==> config.mk <==
export PLATFORM = sky130hd
export DESIGN_NAME = priority_encoder8to3_flat
export DESIGN_NICKNAME = d
export VERILOG_FILES = /design/src/rtl/priority_encoder8to3_if.sv /design/src/rtl/priority_encoder8to3.sv /design/src/flat_wrapper.sv
export SDC_FILE = /design/constraint.sdc
export NUM_CORES = 1
export LEC_CHECK = 0
export BUFFER_PORTS_ARGS = -buffer_cell sky130_fd_sc_hd__buf_2
export CAP_MARGIN = 10
export CORE_MARGIN = 2
export CORE_UTILIZATION = 45
export DETAILED_ROUTE_END_ITERATION = 6
export GPL_TIMING_DRIVEN = 0
export PLACE_DENSITY = 0.75
export SYNTH_ARGS = -nofsm -noshare
export SYNTH_HDL_FRONTEND = slang
export SYNTH_SLANG_ARGS = --single-unit
==> constraint.sdc <==
create_clock -name clk -period 1.7 [get_ports clk]
set_input_delay 0.51 -clock clk [delete_from_list [all_inputs] [get_ports clk]]
set_output_delay 0.51 -clock clk [all_outputs]
set_load 0.03 [all_outputs]
==> src/rtl/priority_encoder8to3_if.sv <==
// Request/grant bus of the 8-to-3 priority encoder.
// The producer/consumer side (master) drives requests and acknowledges;
// the encoder side (slave) presents the grant code and status.
interface priority_encoder8to3_if;
    logic       en;
    logic [7:0] req;
    logic       ack;
    logic [2:0] code;
    logic       valid;
    logic [7:0] pending;
    logic       lost;

    modport master (
        output en, req, ack,
        input  code, valid, pending, lost
    );

    modport slave (
        input  en, req, ack,
        output code, valid, pending, lost
    );
endinterface

==> src/rtl/priority_encoder8to3.sv <==
// Registered 8-to-3 priority encoder with a pending-request vector and a
// valid/ack handshake. A presented grant is held until acknowledged and is
// never preempted. The code bits are index-reversed: code[0] carries the
// index MSB and code[2] the index LSB.
module priority_encoder8to3 #(
    parameter int HIGH_FIRST = 1
) (
    input  logic                   clk,
    input  logic                   reset,
    priority_encoder8to3_if.slave  bus
);

    typedef enum logic {IDLE, PRESENT} state_t;

    state_t     state_q, state_d;
    logic [2:0] code_q, code_d;
    logic [7:0] pending_q, pending_d;
    logic       lost_q, lost_d;
    logic [7:0] set_vec;
    logic [7:0] clr_vec;

    // Highest-priority set bit of vec; ties resolved by HIGH_FIRST.
    function automatic logic [2:0] pick_index(input logic [7:0] vec);
        logic [2:0] idx;
        idx = 3'd0;
        if (HIGH_FIRST != 0) begin
            for (int i = 0; i < 8; i++) begin
                if (vec[i]) idx = 3'(i);
            end
        end else begin
            for (int i = 7; i >= 0; i--) begin
                if (vec[i]) idx = 3'(i);
            end
        end
        return idx;
    endfunction

    // Index <-> code mapping is a bit reversal in both directions.
    function automatic logic [2:0] swap_bits(input logic [2:0] v);
        return {v[0], v[1], v[2]};
    endfunction

    // Next-state, grant selection and pending-vector update.
    always_comb begin
        state_d = state_q;
        code_d  = code_q;
        clr_vec = '0;
        case (state_q)
            IDLE: begin
                if (|pending_q) begin
                    code_d  = swap_bits(pick_index(pending_q));
                    state_d = PRESENT;
                end
            end
            PRESENT: begin
                if (bus.ack) begin
                    clr_vec = 8'(1) << swap_bits(code_q);
                    state_d = IDLE;
                end
            end
            default: state_d = IDLE;
        endcase
        // A set on the same edge as a clear wins, and does not count as lost.
        set_vec   = bus.en ? bus.req : '0;
        pending_d = (pending_q & ~clr_vec) | set_vec;
        lost_d    = |(set_vec & pending_q & ~clr_vec);
    end

    // State and output registers with synchronous reset.
    always_ff @(posedge clk) begin
        if (reset) begin
            state_q   <= IDLE;
            code_q    <= '0;
            pending_q <= '0;
            lost_q    <= 1'b0;
        end else begin
            state_q   <= state_d;
            code_q    <= code_d;
            pending_q <= pending_d;
            lost_q    <= lost_d;
        end
    end

    assign bus.code    = code_q;
    assign bus.valid   = (state_q == PRESENT);
    assign bus.pending = pending_q;
    assign bus.lost    = lost_q;

endmodule

==> src/flat_wrapper.sv <==
// flat-port wrapper written by rule: the top's interface ports become plain ports
module priority_encoder8to3_flat 
#(
    parameter int HIGH_FIRST = 1
)
  (clk, reset, bus_en, bus_req, bus_ack, bus_code, bus_valid, bus_pending, bus_lost);
  priority_encoder8to3_if bus_i ();
  input  logic clk;
  input  logic reset;
  input wire logic [$bits(bus_i.en)-1:0] bus_en;
  input wire logic [$bits(bus_i.req)-1:0] bus_req;
  input wire logic [$bits(bus_i.ack)-1:0] bus_ack;
  output wire logic [$bits(bus_i.code)-1:0] bus_code;
  output wire logic [$bits(bus_i.valid)-1:0] bus_valid;
  output wire logic [$bits(bus_i.pending)-1:0] bus_pending;
  output wire logic [$bits(bus_i.lost)-1:0] bus_lost;
  assign bus_i.en = bus_en;
  assign bus_i.req = bus_req;
  assign bus_i.ack = bus_ack;
  assign bus_code = bus_i.code;
  assign bus_valid = bus_i.valid;
  assign bus_pending = bus_i.pending;
  assign bus_lost = bus_i.lost;
  priority_encoder8to3 #(.HIGH_FIRST(HIGH_FIRST)) u_core (.clk(clk), .reset(reset), .bus(bus_i));
endmodule
Word level (Yosys, flattened, before mapping). Index checks and enable logic that the tools add are counted.

Flip-flop bits (word level): 13. Input bits: 12. Output and inout port bits: 13. Logic and storage cells: 27.

Shifts and indexed selects: 1. Multiplexer cells: 13. Bitwise logic cells: 6. Reductions and logical operators: 3.

Operator list (count): 8-bit bitwise AND (3); 8-bit two-way mux (3); 8-bit OR reduction (2); 3-bit two-way mux (4); 8-bit NOT (1); 8-bit OR (1); 1-bit by 3-bit left shift with 8-bit output (first input constant) (1); 2-bit two-way mux (2); 1-bit two-way mux (3); 1-bit one-hot mux with 2 select lines (1); 2-bit AND reduction (1); 1-bit NOT (1).

Longest topological paths before layout. Gate-level depths: netlist (run 1).

Depth after elaboration: 7. Depth in mapped cells: 5. Gate-level depth less buffers: 4.

Worst setup path before layout (run 1). Ideal clock, no wire load.

Kind: flip-flop to flip-flop. Start: reg u_core.state_q (netlist: u_core.bus.valid). End: reg u_core.lost_q (netlist: u_core.bus.lost). Library setup time: 0.135 ns. Arrival time: 1.340 ns. Data required time: 1.565 ns. Slack: 0.225 ns. Cell stages (with the launch flop): 6. Path buffers: 1. Period minus slack after synthesis: 1.475 ns. Path through: dfxtp_1 -> and3_1 -> buf_4 -> a31oi_1 -> nor4_2 -> a41oi_1.

Word-level cells in the longest chain between the ends: 4.

Ends and longest elaborated chain: start, declared (RTL line priority_encoder8to3.sv:15) `state_t state_q, state_d;`; start signal, assigned (RTL line priority_encoder8to3.sv:77) `state_q <= state_d;`; 8-bit two-way mux (RTL line priority_encoder8to3.sv:48) `case (state_q)`; 8-bit NOT (RTL line priority_encoder8to3.sv:66) `lost_d = |(set_vec & pending_q & ~clr_vec);`; 8-bit bitwise AND (RTL line priority_encoder8to3.sv:66); 8-bit OR reduction (RTL line priority_encoder8to3.sv:66); end signal, assigned (RTL line priority_encoder8to3.sv:80) `lost_q <= lost_d;`; end, declared (RTL line priority_encoder8to3.sv:18) `logic lost_q, lost_d;`.

No other way between the ends. A chain may end at the register's enable or synchronous reset.

Worst setup path after layout (run 1).
Start: reg u_core.code_q[0] (netlist: u_core.bus.code[0]). End: out bus_code[0].

RTL lines: start, declared (RTL line priority_encoder8to3.sv:16) `logic [2:0] code_q, code_d;`; start signal, assigned (RTL line priority_encoder8to3.sv:78) `code_q <= code_d;`; end, declared (RTL line flat_wrapper.sv:13) `output wire logic [$bits(bus_i.code)-1:0] bus_code;`.

No word-level cell between the ends.

==> out/qor.yml, run 1 <==
logic_synthesis:
  synthMuxAreaShare: 0
  ys_types: 22
  netlist_area_um2: 631
  yosys.area_share.simple: 0.264
  yosys.area_share.adder: 0
  synthCells: 80
  synth_top_family_by_area: "compound AO/OA/AOI/OAI gates"
  ys_seq_area_frac: 0.413
  syn_area_per_cell_um2: 7.88
  syn-num-nets: 92
  yosysWarnings: 0
  ys_seq_elements: 13
  synth-xor-area-share: 0
  synth-compound-area-share: 0.268
cells_and_area:
  post-route-util: 0.608
  fin_cells: 122
  nFillCells: 142
  final_common_cell: "buf_2"
  post-route-cell-area_um2: 791
  syn_to_final_growth_pct: 25.4
  drive_gt1_frac: 0.290
  final_cell_mix: "24 x buf_2, 14 x nor2_1, 13 x dfxtp_1"
  nets: 120
  multi_input_area_um2: 335
  diodes: 0
  seq_area_um2: 260
cts:
  clock-sinks: 13
  cts_resized: 0
  cts.htree.levels: 1
  cts.path.max_buffers: 2
  postCtsHoldBufs: 0
  tritoncts: "yes"
  clk_pin_slew_ps: 80
  cts.root.buffer_cell: "clkbuf_4"
  cts_made_buffers: 3
  post-cts-setup-buffers: 0
  insertion_delay_ps: 280
floorplanning:
  core_um2: 1300
  fp.dieH_um: 41.4
  die_w_um: 41.4
  core.rowCount: 13
  dieArea_um2: 1720
  io_pins: 25
  initial_core_util: 0.485
worst_setup_path:
  r2r-start: "u_core.bus.valid"
  r2r_cells: 5
  cp_num_buf_inv: 1
  crit_chain: "buf_2"
  crit_family: "flip-flops"
  critPathArrivalTime_ps: 1010
  worstSetupEndpointType: "primary output"
  r2r-end: "u_core.bus.lost"
  slowest_stage: "dfxtp_1"
  path_class: "flip-flop to primary output"
  worstPathMaxFanout: 8
  rrSetupSlack_ps: 300
  cp-start-kind: "flip-flop"
  cp.required_ps: 1190
  crit_path_max_incr_delay_ps: 480
global_routing:
  grt_usage: 0.187
  antenna_found_initial: 0
  grt_pass1_vias: 604
  grt_pass1_wl_um: 2530
  overflow: 0
  grt_max_degree: 11
power_and_ir_drop:
  ir_drop_v: 0.000573
  power_density_nw_per_um2: 989
  power_mw: 0.782
  p_leak_nw: 0.366
sta:
  setup_violations: 0
  min_period_over_period: 0.892
  min_period_ps: 1520
  maxSlewHeadroom: 0.688
  finalWorstSetupSlack_ps: 183
  tightest_slew_ps: 467
  hold_viol: 0
  timing.fmax_mhz: 659
  skew_ps: 3.53
  rsz0062_at_grt: "false"
  whs_ps: 424
  timing.setup.tns_ps: 0
  slew_viol_final: 0
placement:
  gp_congestion: 0.817
  post-place-cells: 118
  hpwlAfterDp_um: 1140
  dpl_cell_area_um2: 764
  portBuffers: 23
  dp_slack_ps: 128
routing:
  num_vias: 677
  wl_per_cell_um: 12.3
  dr.pass1.iters: 4
  drc: 0
  drt_iter0_drc: 15
  antenna_left: 0
  drt-vias-per-instance: 5.55
  wirelength_um: 1500
min_path:
  hold_path.class: "input port to flip-flop"
  min_path_cells: 2
  hold_path.startpoint: "reset"
  whs_endpoint: "u_core.bus.code[1]"
outcome:
  status: "finished, final reports clean"
flow_run:
  drv_cap: 0
==> cell usage after synthesis <==
library cell | instances | area share
a22oi_1 | 6 | 0.071
nand2b_1 | 2 | 0.020
clkbuf_1 | 1 | 0.0059
and3b_1 | 1 | 0.014
a21oi_1 | 9 | 0.071
nor2b_1 | 2 | 0.020
o21ai_0 | 2 | 0.016
inv_1 | 3 | 0.018
a311oi_1 | 2 | 0.028
a31oi_1 | 3 | 0.030
buf_4 | 2 | 0.024
nand2_1 | 9 | 0.054
buf_2 | 1 | 0.0079
nor2_1 | 14 | 0.083
o21bai_1 | 1 | 0.012
nor4_2 | 2 | 0.040
a21o_1 | 1 | 0.012
nand3_1 | 3 | 0.024
a32oi_1 | 1 | 0.014
dfxtp_1 | 13 | 0.41
a41oi_1 | 1 | 0.014
and3_1 | 1 | 0.0099
==> cell type report <==
| cell class | instances | share of cell area |
|---|---|---|
| buffer | 4 | 0.0301 |
| clock buffer | 4 | 0.0332 |
| inverter | 3 | 0.0142 |
| multi-input combinational | 60 | 0.424 |
| sequential | 13 | 0.329 |
| tap | 15 | 0.0237 |
| timing repair buffer | 23 | 0.146 |
==> routing by layer <==
metal / track usage / up-vias / wire (µm)
li1: - / 341 / -
met1: 0.251 / 313 / 705
met2: 0.284 / 19 / 689
met3: 0.0304 / 4 / 74
met4: 0.103 / 0 / 32
met5: 0 / - / 0
==> logic make-up after synthesis <==
logic type             after synthesis
AO/OA/AOI/OAI                       26
buffers and inverters                7
flip-flops                          13
AND/OR/NAND/NOR                     34
==> power breakdown <==
group	leakage, nW	internal (mW)	switching [mW]
Combinational	0.243	0.0786	0.135
Clock	0.0150	0.0911	0.105
Sequential	0.108	0.334	0.0389
==> worst max path at each step <==
stage	start	endpoint	slack [ps]	cells past startpoint
6_report	u_core.bus.code[0]	bus_code[0]	180	1
5_1_grt	u_core.bus.valid	u_core.bus.lost	100	5
4_1_cts	u_core.bus.code[0]	bus_code[0]	180	1
3_5_place_dp	bus_ack	u_core.bus.lost	130	6
3_3_place_gp	bus_ack	u_core.bus.lost	120	6
2_1_floorplan	u_core.bus.valid	u_core.bus.lost	230	5
==> registers in the layout, indices dropped and copies added, names as in the netlist <==
register and cells:
u_core.bus.pending 8, u_core.bus.code 3, u_core.bus.lost 1, u_core.bus.valid 1
Power figures use the tool's default switching activity.
==> run 2: changes to the inputs <==
Settings changed: CORE_AREA set to 2 2 39 41, CORE_MARGIN 2 to not set, CORE_UTILIZATION 45 to not set, DIE_AREA set to 0 0 41 43, PLACE_DENSITY 0.75 to 0.78.
Clock period 1.7 ns to 2 ns, I/O delays scaled along.
==> run 2 against run 1 <==
Power shrank 15%. First-iteration DRC count shrank 40%. Clock power shrank 16%.
==> out/qor.yml, run 2 (synthesis gave the netlist of run 1 again) <==
outcome:
  status: "finished, final reports clean"
cts:
  cts_made_buffers: 3
  postCtsHoldBufs: 0
  post-cts-setup-buffers: 0
  insertion_delay_ps: 280
  clk_pin_slew_ps: 80
  cts.htree.levels: 1
  tritoncts: "yes"
  cts.path.max_buffers: 2
  clock-sinks: 13
  cts.root.buffer_cell: "clkbuf_4"
  cts_resized: 0
cells_and_area:
  largest_register_ffs: 8
  diodes: 0
  nFillCells: 138
  post-route-util: 0.572
  syn_to_final_growth_pct: 25.6
  final_common_cell: "buf_2"
  drive_gt1_frac: 0.290
  final_cell_mix: "24 x buf_2, 14 x nor2_1, 13 x dfxtp_1"
  nets: 120
  post-route-cell-area_um2: 792
power_and_ir_drop:
  p_comb_frac: 0.274
  power_density_nw_per_um2: 837
  power.internal_mw: 0.428
  power.switching_mw: 0.235
  p_leak_nw: 0.366
  ir_drop_v: 0.000367
  clkPwrFrac: 0.247
  switching_share: 0.355
  power_frac_seq: 0.479
  power_mw: 0.663
sta:
  timing.setup.tns_ps: 0
  rsz0062_at_grt: "false"
  hold_viol: 0
  skew_ps: 4.27
  setup_violations: 0
  slew_viol_final: 0
  timing.fmax_mhz: 616
  whs_ps: 520
  min_period_ps: 1620
  min_period_over_period: 0.812
  tightest_slew_ps: 445
  maxSlewHeadroom: 0.703
min_path:
  min_path_cells: 2
  hold_path.class: "flip-flop to flip-flop"
global_routing:
  grt_pass1_vias: 552
  antenna_found_initial: 0
  overflow: 0
  grt_usage: 0.192
  grt_pass1_wl_um: 2310
  grt_max_degree: 11
worst_setup_path:
  worstSetupEndpointType: "primary output"
  crit_path_max_incr_delay_ps: 490
  path_class: "flip-flop to primary output"
  critPathArrivalTime_ps: 1020
  cp_num_buf_inv: 1
  r2r_cells: 4
  worstPathMaxFanout: 8
  cp.depth: 1
  crit_chain: "buf_2"
  slowest_stage: "dfxtp_1"
  cp-start-kind: "flip-flop"
  cp.required_ps: 1400
  crit_family: "flip-flops"
placement:
  hpwlAfterDp_um: 1080
  portBuffers: 23
  dpl_cell_area_um2: 766
  gp_congestion: 0.838
floorplanning:
  core_um2: 1380
  core.rowCount: 14
  dieArea_um2: 1760
  die_w_um: 41
  io_pins: 25
  fp.dieH_um: 43
  initial_core_util: 0.456
routing:
  wirelength_um: 1480
  drc: 0
  wl_per_cell_um: 12.0
  antenna_left: 0
  dr.pass1.iters: 4
  drt_iter0_drc: 9
  num_vias: 688
  drt-vias-per-instance: 5.59
flow_run:
  drv_cap: 0
run 2: metrics by stage:
stage               std cells  setup WS (ps)
detailed placement        119            345
global placement          119            325
finish                    123            376
floorplan                  80            525
global route              123            308
CTS                       123            389
run 2: power by group through the flow:
stage	sequential (mW)	combinational (mW)	clock (mW)
after floorplan	0.365	0.0818	0
after global placement	0.321	0.180	0
after detailed placement	0.322	0.181	0
after CTS	0.316	0.183	0.167
after global routing	0.322	0.200	0.182
final	0.318	0.182	0.164
run 2: final timing paths:
kind	end	slack [ps]	startpoint
setup / recovery	bus_code[2]	380	u_core.bus.code[2]
hold / removal	u_core.bus.code[1]	520	u_core.bus.code[1]
setup reg to reg	u_core.bus.lost	590	u_core.bus.code[2]
hold reg to reg	u_core.bus.code[1]	520	u_core.bus.code[1]
run 2: routing by layer:
metal	vias up	GRT usage	routed length, µm
met5	-	0	0
met4	0	0.120	49
met3	5	0.0628	96
met2	25	0.263	664
met1	316	0.250	664
li1	342	-	-
run 2: worst reg2reg max path: stages, from the launching register on:
cell and delay, ps:
dfxtp_1 490, nor2b_1 260, a21oi_1 110, nor4_2 300
a41oi_1 140
run 2: final cells by class:
class | instances | area [µm²] | share of cell area
multi-input cells | 60 | 335 | 0.423
flip-flops and latches | 13 | 260 | 0.329
repair buffers | 23 | 115 | 0.145
clock buffers | 4 | 26.3 | 0.0332
plain buffers | 4 | 23.8 | 0.0300
well taps | 16 | 20.0 | 0.0253
inverters | 3 | 11.3 | 0.0142
